## src/rtl/simon_game_ctrl.sv

```systemverilog
// Simon Says game sequencer: sequence LFSR, round/press tracking and display handshake.
// Optional INPUT_TIMEOUT_EN adds a per-press idle limit that ends the game in LOSE.
module simon_game_ctrl #(
    parameter logic [31:0] LFSR_SEED      = 32'hACE1_5EED,
    parameter logic [3:0]  MAX_ROUND      = 4'd15,
    parameter logic [23:0] TIMEOUT_CYCLES = 24'd1_000_000
) (
    input  logic        clk,
    input  logic        rst_n,
    input  logic        start,
    input  logic        btn_valid,
    input  logic [1:0]  btn_colour,
    input  logic        complete_display,
    output logic        rst_display,
    output logic        en_display,
    output logic [31:0] seq_out,
    output logic [3:0]  round_ctr,
    output logic [3:0]  input_idx,
    output logic        win,
    output logic        lose,
    output logic [2:0]  state_o
);

    typedef enum logic [2:0] {
        S_IDLE    = 3'd0,
        S_CLEAR   = 3'd1,
        S_SHOW    = 3'd2,
        S_WAIT_IN = 3'd3,
        S_WIN     = 3'd4,
        S_LOSE    = 3'd5
    } state_t;

    state_t      state;
    logic [31:0] lfsr;
    logic        lfsr_fb;
    logic [1:0]  exp_colour;

    // Taps 32,22,2,1 (bit indices 31,21,1,0).
    assign lfsr_fb    = lfsr[31] ^ lfsr[21] ^ lfsr[1] ^ lfsr[0];
    assign exp_colour = seq_out[{input_idx, 1'b0} +: 2];
    assign state_o    = state;

`ifdef INPUT_TIMEOUT_EN
    logic [23:0] idle_ctr;
`else
    logic unused_timeout;
    assign unused_timeout = ^TIMEOUT_CYCLES;
`endif

    always_ff @(posedge clk or negedge rst_n) begin
        if (!rst_n) begin
            state       <= S_IDLE;
            lfsr        <= LFSR_SEED;
            rst_display <= 1'b1;
            en_display  <= 1'b0;
            seq_out     <= '0;
            round_ctr   <= '0;
            input_idx   <= '0;
            win         <= 1'b0;
            lose        <= 1'b0;
`ifdef INPUT_TIMEOUT_EN
            idle_ctr    <= '0;
`endif
        end else begin
            lfsr <= {lfsr[30:0], lfsr_fb};
            case (state)
                S_IDLE, S_WIN, S_LOSE: begin
                    rst_display <= 1'b1;
                    en_display  <= 1'b0;
                    if (start) begin
                        seq_out   <= lfsr;
                        round_ctr <= '0;
                        input_idx <= '0;
                        win       <= 1'b0;
                        lose      <= 1'b0;
                        state     <= S_CLEAR;
                    end
                end
                S_CLEAR: begin
                    rst_display <= 1'b0;
                    en_display  <= 1'b1;
                    state       <= S_SHOW;
                end
                S_SHOW: begin
                    rst_display <= 1'b0;
                    en_display  <= 1'b0;
                    // en_display marks the first SHOW cycle, where complete is stale.
                    if (!en_display && complete_display) begin
                        state     <= S_WAIT_IN;
                        input_idx <= '0;
`ifdef INPUT_TIMEOUT_EN
                        idle_ctr  <= '0;
`endif
                    end
                end
                S_WAIT_IN: begin
                    rst_display <= 1'b0;
                    en_display  <= 1'b0;
                    if (btn_valid) begin
`ifdef INPUT_TIMEOUT_EN
                        idle_ctr <= '0;
`endif
                        if (btn_colour != exp_colour) begin
                            state       <= S_LOSE;
                            lose        <= 1'b1;
                            rst_display <= 1'b1;
                        end else if (input_idx != round_ctr) begin
                            input_idx <= input_idx + 4'd1;
                        end else if (round_ctr == MAX_ROUND) begin
                            state       <= S_WIN;
                            win         <= 1'b1;
                            rst_display <= 1'b1;
                        end else begin
                            round_ctr   <= round_ctr + 4'd1;
                            input_idx   <= '0;
                            state       <= S_CLEAR;
                            rst_display <= 1'b1;
                        end
                    end
`ifdef INPUT_TIMEOUT_EN
                    else if (idle_ctr == TIMEOUT_CYCLES - 24'd1) begin
                        state       <= S_LOSE;
                        lose        <= 1'b1;
                        rst_display <= 1'b1;
                    end else begin
                        idle_ctr <= idle_ctr + 24'd1;
                    end
`endif
                end
                default: begin
                    state       <= S_IDLE;
                    rst_display <= 1'b1;
                    en_display  <= 1'b0;
                end
            endcase
        end
    end

endmodule

```

## config.mk

```make
export PLATFORM = sky130hd
export DESIGN_NAME = simon_game_ctrl
export DESIGN_NICKNAME = d
export VERILOG_FILES = /design/src/rtl/simon_game_ctrl.sv
export SDC_FILE = /design/constraint.sdc
export NUM_CORES = 1
export LEC_CHECK = 0
export ABC_AREA = 1
export CAP_MARGIN = 20
export CORE_UTILIZATION = 41
export DETAILED_ROUTE_END_ITERATION = 16
export GPL_ROUTABILITY_DRIVEN = 0
export MAX_ROUTING_LAYER = met4
export PLACE_DENSITY = 0.64
export SLEW_MARGIN = 30
export SYNTH_ARGS = -nofsm -noshare
export SYNTH_HDL_FRONTEND = slang
export SYNTH_SLANG_ARGS = --single-unit
```

## constraint.sdc

```tcl
create_clock -name clk -period 1.89 [get_ports clk]
set_clock_uncertainty 0.05 [all_clocks]
set_input_delay 0.189 -clock clk [delete_from_list [all_inputs] [get_ports clk]]
set_output_delay 0.189 -clock clk [all_outputs]
set_load 0.01 [all_outputs]
```

* Word-level counts from Yosys, hierarchy flattened
Cells that the tools add are included.
Cells by class: $add $sub $neg 2, equality and inequality tests 18, shift operators 1, muxes and demuxes 33, bitwise operators 3, reduce and logical (&&, ||, !) cells 13
Operators with widths (count):
- $mux 4 | 10
- $shiftx 32x6->2 | 1
- $mux 3 | 6
- $reduce_and 6->1 | 3
- $ne 2x2->1 const B | 8
- $pmux 3 s4 | 1
- $pmux 4 s3 | 1
- $mux 1 | 11
- $add 4x1->4 const B | 2
- $pmux 4 s2 | 1
- $reduce_and 4->1 | 2
- $eq 3x2->1 const B | 2
- $eq 3x3->1 const B | 2
- $ne 3x3->1 const B | 2
- $pmux 1 s2 | 3
- $eq 4x4->1 const B | 1
- $ne 4x4->1 | 1
- $eq 3x1->1 const B | 1
- $logic_not 3->1 | 1
- $reduce_bool 3->1 | 1
- $reduce_or 3->1 | 1
- $xor 1x1->1 | 3
- $ne 2x2->1 | 1
- $reduce_and 2->1 | 1
- other kinds (4) | 4
Word-level totals: flip-flop bits (word level) 79, input port bits 7, output and inout bits 47, logic and storage cells 79

* Depth between registers and ports, before layout
depth in word-level cells 6, depth in mapped cells 15, gate-level depth less buffers 14

* Least setup slack after synthesis
OpenSTA, ideal clock, no wires.
path type flip-flop to flip-flop, from register state[0], in the netlist state_o[0], to register seq_out[27], library setup time 0.127 ns, arrival 1.600 ns, data required time 1.713 ns, path slack 0.113 ns, stages on the path, launching flop included 9, path buffers 1, cells stage by stage dfrtp_1 inv_1 nor2_4 inv_2 nand2_2 o22ai_4 nor3_4 buf_4 mux2_1
Between the ends: word-level cells in the longest chain between the ends 3, elaborated cells on any way between the ends 5, classes of those cells eq/ne: 2; reduce/logical: 3
RTL lines:
- start: declaration | line 33 | state_t state;
- start signal: assignment | line 52 | state <= S_IDLE;
- start signal: assignment | line 76 | state <= S_CLEAR;
- start signal: assignment | line 82 | state <= S_SHOW;
- $eq 3x3->1 / $logic_not 3->1 (equally long branches) | line 66 | case (state)
- $reduce_or 3->1 * | line 66
- $reduce_and 2->1 (no source line) *
- end signal: assignment | line 71 | seq_out <= lfsr;
- end: declaration | line 16 | output logic [31:0] seq_out,
Every way passes the cells marked *; elsewhere a longest branch is shown, timed or not. A chain may end at the register's enable or synchronous reset.

* Final worst setup path
from register round_ctr[0], to register round_ctr[0]
Between the ends: word-level cells in the longest chain between the ends 6, elaborated cells on any way between the ends 11, classes of those cells add/sub: 1; eq/ne: 4; mux: 5; reduce/logical: 1
RTL lines:
- start: declaration | line 17 | output logic [3:0] round_ctr,
- start signal: assignment | line 114 | round_ctr <= round_ctr + 4'd1;
- $add 4x1->4 | line 114
- $mux 4 | line 109 | end else if (round_ctr == MAX_ROUND) begin
- $mux 4 | line 107 | end else if (input_idx != round_ctr) begin
- $mux 4 | line 103 | if (btn_colour != exp_colour) begin
- $mux 4 | line 99 | if (btn_valid) begin
- $pmux 4 s2 | line 66
Parallel ways exist; a longest one is shown, timed or not. The select of a mux whose other input is x is not followed.

==> flow_summary.ini <==
[die]
initial_utilization = 0.430
rows = 32
die_w_um = 92.8
dieArea_sq_um = 8600
die_y_um = 92.8
io_pins = 54
fp.coreArea_sq_um = 7850

[final_layout]
final_cell_mix = nand2_1, dfrtp_1, clkdlybuf4s50_1
final_common_cell = nand2_1
final_nets = 436
diodes = 0
drive_gt1_frac = 0.248
area_growth_syn_to_layout_pct = 36.0
final_cell_area_sq_um = 4590
fillCellCount = 701

[clock_tree]
cts_root_buf = clkbuf_8
path_clk_slew_ps = 80
htree_levels = 3
clkLatencyLatePin_ps = 350
clock-sinks = 79
cts_buffer_depth = 2
numCtsBuffers = 9
tritoncts = yes

[global_routing]
grt_max_degree = 34
overflow = 0
grt_pass1_vias = 2430
grt_usage = 0.192
antenna_found_initial = 0
grt_first_pass_wirelength_mm = 12.2

[worst_setup_path]
cp-start-kind = flip-flop
r2r_slack_ps = 10
cp.required_ps = 2120
worstReg2RegStart = round_ctr[0]
cp.arrival_ps = 2110
worstSetupPathType = reg -> reg
reg2reg_to = round_ctr[0]
r2r_cells = 9
endpoint_kind = flip-flop
cp_max_fo = 4

[synth]
synth_top_area_cell = dfrtp_1
async_flop_share = 1.00
synth_flop_cell = dfrtp_1
synthCells = 344
ys_seq_area_frac = 0.593
synth_edf_count = 0
syn_nets = 353
ys_ff_latch = 79
ys_warn_count = 0
netlist.area_leader.share = 0.437
synth.area.top_cells = dfrtp_1, dfstp_2, nand2_1, mux2_1, nand3_1
synth_cell_types = 30
synth_area_sq_um = 3380
syn_avg_cell_area_sq_um = 9.82

[route]
vias = 2584
dr.pass1.iters = 4
routed_via_density = 4.84
ant_nets = 0
wl_per_cell_um = 15.0
drt-total-wl_mm = 7.99
drcViolationCount = 0
drt-initial-drc-count = 94

[sta]
drv_slew = 0
setup_viol = 0
slew_headroom = 0.729
max_freq_mhz = 532
fin_crit_ps = 1880
rsz0062_at_grt = true
tns_ps = 0
finalHoldViolations = 0
period_share = 0.994
tightest_slew_ps = 406

[placement]
hpwlAfterDp_mm = 5.19
place_area_sq_um = 4110
portBuffers = 53

[power]
peakVddDrop_mv = 0.452
p_leak_nw = 2.13
powerDensity_nw_per_um2 = 1170
fin_total_pwr_w = 0.00539

[hold_path]
hold_class = in -> async

[flow_run]
max_cap_violations = 0

[run_status]
status = finished, final reports clean
-- how the worst max path moves through the flow --
| stage | from | endpoint | slack, ps | depth (start not counted) |
|---|---|---|---|---|
| after floorplan | state_o[0] | seq_out[27] | 110 | 8 |
| after global placement | btn_valid | seq_out[0] | 80 | 6 |
| after detailed placement | state_o[0] | seq_out[2] | 50 | 9 |
| after CTS | state_o[0] | seq_out[2] | 40 | 9 |
| after global routing | state_o[0] | seq_out[30] | -70 | 9 |
| final | round_ctr[0] | round_ctr[0] | 10 | 9 |
-- report_power, final --
part / switching (W) / total, W / internal [W]
clock network: 0.000622 / 0.00122 / 0.000593
registers: 0.0000913 / 0.00189 / 0.00180
logic: 0.00128 / 0.00228 / 0.00100
-- metal layers --
metal,track usage,routed length [um]
met1,0.266,3880
met2,0.276,3580
met3,0.0369,432
met4,0.0795,107
met5,-,0
-- synth_stat cells (2+ instances only) --
cell,n
dfrtp_1,59
nor2_4,2
inv_2,6
nor2_1,22
xor2_1,5
xnor2_1,2
nor3_1,2
o21ai_1,5
buf_4,4
nand4_1,6
dfstp_2,20
mux2_1,13
nand2_4,3
o21ai_0,23
nand2_1,94
inv_1,33
clkbuf_2,2
ha_1,2
a21oi_1,3
buf_6,2
nand3_1,27
-- worst max-delay path, stage by stage, from the launching register on --
cell and delay (ps):
dfrtp_1 400, ha_1 220, nand2_1 90, nor2_1 60, o21ai_0 340, inv_1 110, nor2_2 200, buf_4 160
nand4_1 90, nand2_1 100
-- flip-flops by register name, summed over array words and instances, names as in the netlist --
register / count
seq_out: 32
round_ctr: 4
en_display: 1
lose: 1
state_o: 3
lfsr: 32
win: 1
rst_display: 1
input_idx: 4
-- what timing repair did --
action	CTS	global route
hold buffers	1	0
setup endpoints to repair	0	38
hold endpoints to repair	25	0
setup buffers	0	8
gates resized for setup	0	46
-- cell type report --
type / instances / area, sq um / share of cell area
clock inverter: 3 / 25.0 / 0.00545
timing repair buffer: 80 / 825 / 0.180
sequential: 79 / 2000 / 0.437
clock buffer: 13 / 169 / 0.0368
tap: 102 / 128 / 0.0278
multi-input combinational: 218 / 1290 / 0.281
inverter: 39 / 151 / 0.0330
-- metrics by stage --
step                      instances  setup slack [ps]  hold WS, ps  utilization
after floorplan                 344               113         -157            -
after global placement          506              82.7          106        0.524
after detailed placement        506              50.4          104        0.524
after CTS                       523              41.1          269        0.550
after global routing            534             -66.7          307        0.585
final                           534              11.4          258        0.585
-- logic make-up (layout without fill, tap and decap cells) --
family                     count (synthesis)  in the layout  synth area share
muxes                                     14             14            0.0467
and+or+nand+nor                          162            163             0.220
buffers and inverters                     48            135            0.0634
DFF                                       79             79             0.593
AOI/OAI and AO/OA                         32             32            0.0519
adders and majority gates                  2              2           0.00741
xor gates and xnor gates                   7              7            0.0182
(Power assumes the default switching activity.)
